### config.mk
export PLATFORM = sky130hd
export DESIGN_NAME = imm_gen_stage
export DESIGN_NICKNAME = d
export VERILOG_FILES = /design/src/rtl/imm_pkg.sv /design/src/rtl/imm_decode.sv /design/src/rtl/imm_gen_stage.sv
export SDC_FILE = /design/constraint.sdc
export NUM_CORES = 1
export LEC_CHECK = 0
export BUFFER_PORTS_ARGS = -buffer_cell sky130_fd_sc_hd__buf_4
export CAP_MARGIN = 20
export CORE_ASPECT_RATIO = 2
export CORE_MARGIN = 2
export CORE_UTILIZATION = 39
export CTS_CLUSTER_SIZE = 20
export DETAILED_ROUTE_END_ITERATION = 8
export REMOVE_ABC_BUFFERS = 1
export SLEW_MARGIN = 20
export SYNTH_ARGS = -nofsm -noshare
export SYNTH_HDL_FRONTEND = slang
export SYNTH_SLANG_ARGS = --single-unit
### constraint.sdc
create_clock -name clk -period 2.2 [get_ports clk]
set_clock_uncertainty 0.15 [all_clocks]
set_input_delay 0.11 -clock clk [delete_from_list [all_inputs] [get_ports clk]]
set_output_delay 0.11 -clock clk [all_outputs]
set_load 0.03 [all_outputs]
### src/rtl/imm_pkg.sv
// rtl/imm_pkg.sv - shared format codes, opcodes and buffer states for the immediate generator
//
// Purpose: single source for the format-code and opcode constants used by
// imm_decode and imm_gen_stage, plus the output-buffer state encoding.
// Ports: none (package).

package imm_pkg;

    // Format codes reported on out_fmt
    localparam logic [2:0] FMT_R   = 3'd0;
    localparam logic [2:0] FMT_I   = 3'd1;
    localparam logic [2:0] FMT_S   = 3'd2;
    localparam logic [2:0] FMT_B   = 3'd3;
    localparam logic [2:0] FMT_U   = 3'd4;
    localparam logic [2:0] FMT_J   = 3'd5;
    localparam logic [2:0] FMT_ILL = 3'd7;

    // Major opcodes, instr[6:0]
    localparam logic [6:0] OPC_OP_IMM    = 7'b0010011;
    localparam logic [6:0] OPC_LOAD      = 7'b0000011;
    localparam logic [6:0] OPC_JALR      = 7'b1100111;
    localparam logic [6:0] OPC_SYSTEM    = 7'b1110011;
    localparam logic [6:0] OPC_STORE     = 7'b0100011;
    localparam logic [6:0] OPC_BRANCH    = 7'b1100011;
    localparam logic [6:0] OPC_LUI       = 7'b0110111;
    localparam logic [6:0] OPC_AUIPC     = 7'b0010111;
    localparam logic [6:0] OPC_JAL       = 7'b1101111;
    localparam logic [6:0] OPC_OP        = 7'b0110011;
    localparam logic [6:0] OPC_OP_IMM_32 = 7'b0011011;
    localparam logic [6:0] OPC_OP_32     = 7'b0111011;

    // Output buffer occupancy
    typedef enum logic [1:0] {
        ST_EMPTY = 2'd0,
        ST_ONE   = 2'd1,
        ST_TWO   = 2'd2
    } buf_state_e;

endpackage

### src/rtl/imm_decode.sv
// rtl/imm_decode.sv - combinational instruction format decode and immediate extraction
//
// Purpose: classify a raw instruction word by opcode and produce its
// sign-extended immediate (or zero-extended shift amount for OP-IMM shifts).
// Ports:
//   instr [31:0]     - raw instruction word
//   fmt   [2:0]      - format code (FMT_* from imm_pkg)
//   imm   [XLEN-1:0] - extended immediate, zero for R and ILL

module imm_decode
    import imm_pkg::*;
#(
    parameter int XLEN = 32
) (
    input  logic [31:0]     instr,
    output logic [2:0]      fmt,
    output logic [XLEN-1:0] imm
);

    logic [6:0] opc;
    logic [2:0] funct3;

    assign opc    = instr[6:0];
    assign funct3 = instr[14:12];

    always_comb begin
        fmt = FMT_ILL;
        case (opc)
            OPC_OP_IMM, OPC_LOAD, OPC_JALR, OPC_SYSTEM: fmt = FMT_I;
            OPC_STORE:                                  fmt = FMT_S;
            OPC_BRANCH:                                 fmt = FMT_B;
            OPC_LUI, OPC_AUIPC:                         fmt = FMT_U;
            OPC_JAL:                                    fmt = FMT_J;
            OPC_OP:                                     fmt = FMT_R;
            // Word-sized ops only exist on RV64
            OPC_OP_IMM_32: fmt = (XLEN == 64) ? FMT_I : FMT_ILL;
            OPC_OP_32:     fmt = (XLEN == 64) ? FMT_R : FMT_ILL;
            default:       fmt = FMT_ILL;
        endcase
    end

    // The size casts of signed expressions perform the sign extension to XLEN.
    always_comb begin
        imm = '0;
        case (fmt)
            FMT_I: imm = XLEN'($signed(instr[31:20]));
            FMT_S: imm = XLEN'($signed({instr[31:25], instr[11:7]}));
            FMT_B: imm = XLEN'($signed({instr[31], instr[7], instr[30:25],
                                        instr[11:8], 1'b0}));
            FMT_U: imm = XLEN'($signed({instr[31:12], 12'b0}));
            FMT_J: imm = XLEN'($signed({instr[31], instr[19:12], instr[20],
                                        instr[30:21], 1'b0}));
            default: imm = '0;
        endcase
        // slli/srli/srai carry a shift amount, not a signed immediate
        if (opc == OPC_OP_IMM && (funct3 == 3'b001 || funct3 == 3'b101)) begin
            if (XLEN == 64) begin
                imm = XLEN'(instr[25:20]);
            end else begin
                imm = XLEN'(instr[24:20]);
            end
        end
    end

endmodule

### src/rtl/imm_gen_stage.sv
// rtl/imm_gen_stage.sv - pipelined immediate generator with skid-buffered output and illegal counter
//
// Purpose: accept instructions over a valid/ready handshake, decode them via
// imm_decode, and present results through an output register backed by one
// skid register so in_ready can be registered. Counts accepted ILL opcodes.
// Ports:
//   clk, rst_n        - clock, asynchronous active-low reset
//   in_valid/in_ready - input handshake; in_instr is the instruction word
//   out_valid/out_ready - output handshake; out_imm/out_fmt are the result
//   cnt_clr           - synchronous clear of illegal_cnt (wins over increment)
//   illegal_cnt       - saturating count of accepted illegal instructions

module imm_gen_stage
    import imm_pkg::*;
#(
    parameter int XLEN  = 32,
    parameter int CNT_W = 16
) (
    input  logic             clk,
    input  logic             rst_n,
    input  logic             in_valid,
    output logic             in_ready,
    input  logic [31:0]      in_instr,
    output logic             out_valid,
    input  logic             out_ready,
    output logic [XLEN-1:0]  out_imm,
    output logic [2:0]       out_fmt,
    input  logic             cnt_clr,
    output logic [CNT_W-1:0] illegal_cnt
);

    buf_state_e        state_q, state_d;
    logic              in_ready_q;
    logic [XLEN-1:0]   out_imm_q, out_imm_d;
    logic [2:0]        out_fmt_q, out_fmt_d;
    logic [XLEN-1:0]   skid_imm_q, skid_imm_d;
    logic [2:0]        skid_fmt_q, skid_fmt_d;
    logic [CNT_W-1:0]  cnt_q, cnt_d;

    logic [XLEN-1:0]   dec_imm;
    logic [2:0]        dec_fmt;
    logic              accept;
    logic              xfer;

    imm_decode #(.XLEN(XLEN)) u_decode (
        .instr (in_instr),
        .fmt   (dec_fmt),
        .imm   (dec_imm)
    );

    assign accept = in_valid && in_ready_q;
    assign xfer   = (state_q != ST_EMPTY) && out_ready;

    always_comb begin
        state_d    = state_q;
        out_imm_d  = out_imm_q;
        out_fmt_d  = out_fmt_q;
        skid_imm_d = skid_imm_q;
        skid_fmt_d = skid_fmt_q;
        case (state_q)
            ST_EMPTY: begin
                if (accept) begin
                    state_d   = ST_ONE;
                    out_imm_d = dec_imm;
                    out_fmt_d = dec_fmt;
                end
            end
            ST_ONE: begin
                if (accept && xfer) begin
                    out_imm_d = dec_imm;
                    out_fmt_d = dec_fmt;
                end else if (accept) begin
                    // Consumer stalled: park the new entry behind the output
                    state_d    = ST_TWO;
                    skid_imm_d = dec_imm;
                    skid_fmt_d = dec_fmt;
                end else if (xfer) begin
                    state_d = ST_EMPTY;
                end
            end
            ST_TWO: begin
                // in_ready is low here, so only a drain can happen
                if (xfer) begin
                    state_d   = ST_ONE;
                    out_imm_d = skid_imm_q;
                    out_fmt_d = skid_fmt_q;
                end
            end
            default: state_d = ST_EMPTY;
        endcase
    end

    always_comb begin
        cnt_d = cnt_q;
        if (cnt_clr) begin
            cnt_d = '0;
        end else if (accept && dec_fmt == FMT_ILL && cnt_q != {CNT_W{1'b1}}) begin
            cnt_d = cnt_q + CNT_W'(1);
        end
    end

    always_ff @(posedge clk or negedge rst_n) begin
        if (!rst_n) begin
            state_q    <= ST_EMPTY;
            in_ready_q <= 1'b1;
            out_imm_q  <= '0;
            out_fmt_q  <= '0;
            skid_imm_q <= '0;
            skid_fmt_q <= '0;
            cnt_q      <= '0;
        end else begin
            state_q    <= state_d;
            // Registered from next state so out_ready never reaches in_ready combinationally
            in_ready_q <= (state_d != ST_TWO);
            out_imm_q  <= out_imm_d;
            out_fmt_q  <= out_fmt_d;
            skid_imm_q <= skid_imm_d;
            skid_fmt_q <= skid_fmt_d;
            cnt_q      <= cnt_d;
        end
    end

    assign in_ready    = in_ready_q;
    assign out_valid   = (state_q != ST_EMPTY);
    assign out_imm     = out_imm_q;
    assign out_fmt     = out_fmt_q;
    assign illegal_cnt = cnt_q;

endmodule

Word level (Yosys, flattened, before mapping)
Cells that the tools add are included.
{ "totals": {"ff_bits": 89, "out_inout_bits": 53, "wordCells": 68, "inputBits": 37, "mem_bits_rw": 0, "latch_bits": 0, "mem_count": 0, "rom_bits": 0} }
{ "op_classes": {"n_reduce_logical": 15, "n_div": 0, "n_eq_ne": 25, "n_bitwise": 1, "mul": 0, "magnitude_cmp": 0, "add_sub_neg": 1, "shift": 0, "muxes": 19} }
{ "ops": {"columns": ["op", "n"], "rows": [
  ["$pmux W32 S5", 1],
  ["$mux W32", 4],
  ["$pmux W32 S3", 1],
  ["$mux W16", 2],
  ["$eq A7 B7 Y1 const B", 4],
  ["$eq A7 B6 Y1 const B", 3],
  ["$pmux W3 S6", 1],
  ["$add A16 B1 Y16 const B", 1],
  ["$ne A16 B16 Y1 const B", 1],
  ["$eq A7 B5 Y1 const B", 2],
  ["$eq A3 B3 Y1 const B", 4],
  ["$mux W2", 5],
  ["$mux W3", 3],
  ["$pmux W3 S3", 1],
  ["$ne A2 B2 Y1 const B", 4],
  ["$eq A7 B2 Y1 const B", 1],
  ["$eq A3 B1 Y1 const B", 2],
  ["$eq A3 B2 Y1 const B", 2],
  ["$logic_and A1 B1 Y1", 6],
  ["$pmux W2 S3", 1],
  ["$reduce_and A4 Y1", 1],
  ["$reduce_bool A2 Y1", 2],
  ["$reduce_or A4 Y1", 1],
  ["$reduce_and A3 Y1", 1],
  ["7 further kinds", 7]
]} }

Logic depth before layout (Yosys ltp)
{ "depth": {"depth_word": 8, "depth_mapped": 9, "depth_no_buf": 7} }

Hierarchy
Synthesis repeated with hierarchy kept, for this count alone.
{ "unflattened": {"hier_cells": 522, "hier_area_um2": 4813.4} }
{ "by_module_without_submodules": {"columns": ["module", "cells_each", "area_each_um2", "n_inst", "seq_area_each_um2"], "rows": [
  ["imm_gen_stage", 387, 3971.3, 1, 2228.4],
  ["imm_decode", 135, 842.1, 1, 0.0]
]} }

Worst setup path before layout
Ideal clock, no wire load.
{ "synth_path": {"path_kind": "register to register", "from": "reg in_ready_q, in the netlist in_ready", "to": "reg cnt_q[15], in the netlist illegal_cnt[15]", "arrival_time_ns": 1.932, "synth_period_minus_slack_ns": 2.169, "stages_incl_launch_ff": 7, "path_buffers": 1, "t_required_ns": 1.963, "setup_slack_ns": 0.031, "setup_ns": 0.087, "cell_sequence": "dfstp_2 -> nand2_1 -> or3_1 -> buf_6 -> nor4b_4 -> nor2_1 -> a211oi_2"} }
{ "synth_via": {"elab_chain_cells": 4} }
{ "synth_lines": {"columns": ["element", "line", "rtl"], "rows": [
  ["start, declared", "imm_gen_stage.sv:33", "logic in_ready_q;"],
  ["start signal, assigned", "imm_gen_stage.sv:114", "in_ready_q <= (state_d != ST_TWO);"],
  ["$logic_and A1 B1 Y1", "imm_gen_stage.sv:51", "assign accept = in_valid && in_ready_q;"],
  ["$logic_and A1 B1 Y1 (2 in series)", "imm_gen_stage.sv:97", "end else if (accept && dec_fmt == FMT_ILL && cnt_q != {CNT_W{1'b1}}) begin"],
  ["$reduce_bool A2 Y1 (no line)", null, null],
  ["end signal, assigned", "imm_gen_stage.sv:119", "cnt_q <= cnt_d;"],
  ["end, declared", "imm_gen_stage.sv:38", "logic [CNT_W-1:0] cnt_q, cnt_d;"]
]} }
No other way between the ends.
A chain may end at the register's enable or synchronous reset.

Final worst setup path
{ "layout_path": {"from": "reg in_ready_q, in the netlist in_ready", "to": "reg out_imm_q[6], in the netlist out_imm[6]"} }
{ "layout_via": {"elab_chain_cells": 4, "word_cells_on_any_way": 5, "cone_classes": "eq/ne (2); reduce/logical (3)"} }
{ "layout_lines": {"columns": ["element", "line", "rtl"], "rows": [
  ["$logic_and A1 B1 Y1 *", "imm_gen_stage.sv:51", null],
  ["$logic_and A1 B1 Y1", "imm_gen_stage.sv:69", "if (accept && xfer) begin"],
  ["$ne A2 B2 Y1 (no line)", null, null],
  ["$reduce_and A4 Y1 (no line) *", null, null],
  ["end signal, assigned", "imm_gen_stage.sv:115", "out_imm_q <= out_imm_d;"],
  ["end, declared", "imm_gen_stage.sv:34", "logic [XLEN-1:0] out_imm_q, out_imm_d;"]
]} }
Every way passes the cells marked *; elsewhere a longest branch is shown, timed or not.

==> flow_summary.json <==
{
  "synthFlopType": "dfrtp_1",
  "worst_setup_path_end_kind": "flop",
  "arrival_ps": 2180,
  "dp_hpwl_mm": 9.527,
  "status": "completed",
  "dieHeight_um": 154.7,
  "numClockSinks": 89,
  "max_freq_ghz": 0.4881,
  "cts.path.max_buffers": 2,
  "yosysWarnings": 0,
  "drc": 0,
  "grt_pass1_wl_mm": 21.39,
  "synth-seq-cells": 89,
  "slew_headroom": 0.4912,
  "cp.required_ps": 2330,
  "area_delta_synth_final_pct": 34.23,
  "max-vdd-ir-drop_mv": 0.8089,
  "die_w_um": 79.34,
  "worst-setup-path-type": "flop to flop",
  "crit_family": "simple AND/OR/NAND/NOR gates",
  "drive_gt1_frac": 0.2429,
  "row_count": 55,
  "period_share": 0.9313,
  "place_congestion": 0.9179,
  "total_power_mw": 5.970,
  "min_path_type": "input pin to flop",
  "cpPeakStageDelay_ps": 530,
  "clk_pin_slew_worst_paths_ps": 70,
  "vias_per_cell": 5.509,
  "dieArea_um2": 12270,
  "drt_iter0_drc": 236,
  "ys_top_cells_by_area": "dfrtp_1, a21oi_1, nand2_1",
  "num_vias": 4071,
  "yosys.cell_types.count": 55,
  "wl_mm": 13.08,
  "start_util": 0.3946,
  "critPathSlowestCell": "dfstp_2",
  "synth_top_cell_by_area": "dfrtp_1",
  "worst_pin_slew_ps": 763.2,
  "grt_max_degree": 57,
  "root_buffer": "clkbuf_16",
  "cellLeakagePower_nw": 2.648,
  "grtUsageTotal": 0.2253,
  "syn_inst": 477,
  "grt-ovfl-total": 0,
  "grt_antenna_before_repair": 0,
  "dp_cells": 695,
  "numCtsBuffers": 9,
  "cap_violations": 0,
  "cts_setup_buffers": 0,
  "rsz0062_at_grt": "false",
  "min_period_ps": 2049,
  "fp.coreArea_um2": 11220,
  "grt_pass1_vias": 4093,
  "pwr_density_cell_nw_per_um2": 1005,
  "fin_cells": 739,
  "ios": 90,
  "synth-seq-area-share": 0.5034,
  "synth_area_per_cell_um2": 9.280,
  "setup-violations-final": 0,
  "cts_tree": "yes",
  "yosysTopAreaCellShare": 0.4975,
  "clock_latency_ps": 340,
  "fin_hold_ws_ps": 41.41,
  "crit_buf_inv": 1,
  "synthArstFlopShare": 1.000,
  "ant_nets": 0,
  "slew_viol_final": 0,
  "io_buffers": 89,
  "h-tree-depth": 3,
  "synth_area_um2": 4427,
  "firstDrtPassIters": 5,
  "hold_viol": 0,
  "mostFrequentLayoutCells": "buf_4, dfrtp_1, nand2_1, a21oi_1, nor2_1",
  "cp-start-kind": "flop",
  "cp_cell_sequence": "nand2_1 -> nor3_2 -> a21o_1 -> buf_4 -> and3_1 -> a221o_1",
  "wl_per_cell_um": 17.70,
  "worstPathMaxFanout": 13,
  "layout_commonest_cell": "buf_4",
  "synth_edf_count": 0,
  "final_nets": 630,
  "insertedDiodeCount": 0
}
-- worst paths after layout --
kind	slack, ps	startpoint	to	cells after the start
min in group asynchronous	230	rst_n	illegal_cnt[3]$_DFFE_PN0P_	2
worst max-delay path	150	in_ready$_DFF_PN1_	out_imm[6]$_DFFE_PN0P_	6
worst min-delay path	40	in_instr[3]	skid_fmt_q[2]$_DFFE_PN0P_	3
max in group asynchronous	990	rst_n	skid_imm_q[4]$_DFFE_PN0P_	3
worst min register to register	330	skid_imm_q[0]$_DFFE_PN0P_	skid_imm_q[0]$_DFFE_PN0P_	2
worst max register to register	150	in_ready$_DFF_PN1_	out_imm[6]$_DFFE_PN0P_	6
-- flip-flops by register name, indices dropped and copies added (netlist names) --
name         cells
out_imm         32
illegal_cnt     16
out_fmt          3
skid_fmt_q       3
skid_imm_q      32
in_ready         1
state_q          2
-- cells in the mapped netlist, types with 7 or more instances --
master,number
o21ai_0,34
dfrtp_1,88
nand4_1,9
o22ai_1,20
and3_1,9
nor2_1,53
o31ai_1,9
clkbuf_1,16
nand3_1,11
buf_2,10
xor2_1,8
nor3_1,7
a21oi_1,55
a31oi_1,7
nand2_1,54
-- per-stage QoR --
step	utilization	TNS [ps]	cell area [µm²]	setup slack [ps]
floorplan	-	-10100	4268	-384.1
global placement	0.4743	0	5320	147.5
CTS	0.5286	0	5929	23.80
detailed placement	0.4743	0	5320	54.56
global route	0.5297	0	5942	36.30
finish	0.5297	0	5942	151.1
-- cell type report --
type | count | area (µm²)
Clock buffer | 11 | 242.7
Clock inverter | 5 | 86.33
Fill cell | 1030 | 5275
Inverter | 2 | 7.507
Multi-Input combinational cell | 351 | 2048
Sequential cell | 89 | 2228
Tap cell | 142 | 177.7
Timing Repair Buffer | 139 | 1151
-- cell families (layout without fill, tap and decap cells) --
group / after synthesis / after routing / share of synthesized area
adder cells (fa/ha/maj): 1 / 1 / 0.002826
AND/OR/NAND/NOR: 181 / 181 / 0.2131
buffers and inverters: 37 / 157 / 0.03759
XOR/XNOR: 14 / 14 / 0.02770
AO/OA/AOI/OAI: 154 / 154 / 0.2131
flip-flops: 89 / 89 / 0.5034
multiplexers: 1 / 1 / 0.002261
-- worst reg2reg max path, delay by kind of cell (launching register included) --
kind,cells,cell delay (ps)
AOI/OAI and AO/OA,2,390
buffers and inverters,1,250
DFF,1,530
and+or+nand+nor,3,660
-- per-layer routing --
metal | vias to the layer above | share of wire | global-route usage
met5 | - | 0 | 0
met1 | 2011 | 0.38 | 0.2615
li1 | 1940 | - | -
met4 | 0 | 0.032 | 0.1043
met3 | 23 | 0.031 | 0.03092
met2 | 97 | 0.56 | 0.4015
-- power breakdown --
| group | switching, mW | internal [mW] | total [mW] |
|---|---|---|---|
| sequential | 0.242 | 1.98 | 2.22 |
| combinational | 1.27 | 0.798 | 2.07 |
| clock | 0.649 | 1.03 | 1.68 |
| total | 2.16 | 3.81 | 5.97 |
-- what timing repair did --
action	CTS	global route
hold buffers	28	0
resized for setup	0	3
endpoints found under the hold margin	122	0
endpoints found under the setup margin	0	19
No activity file was read; power rests on OpenSTA's default activity.
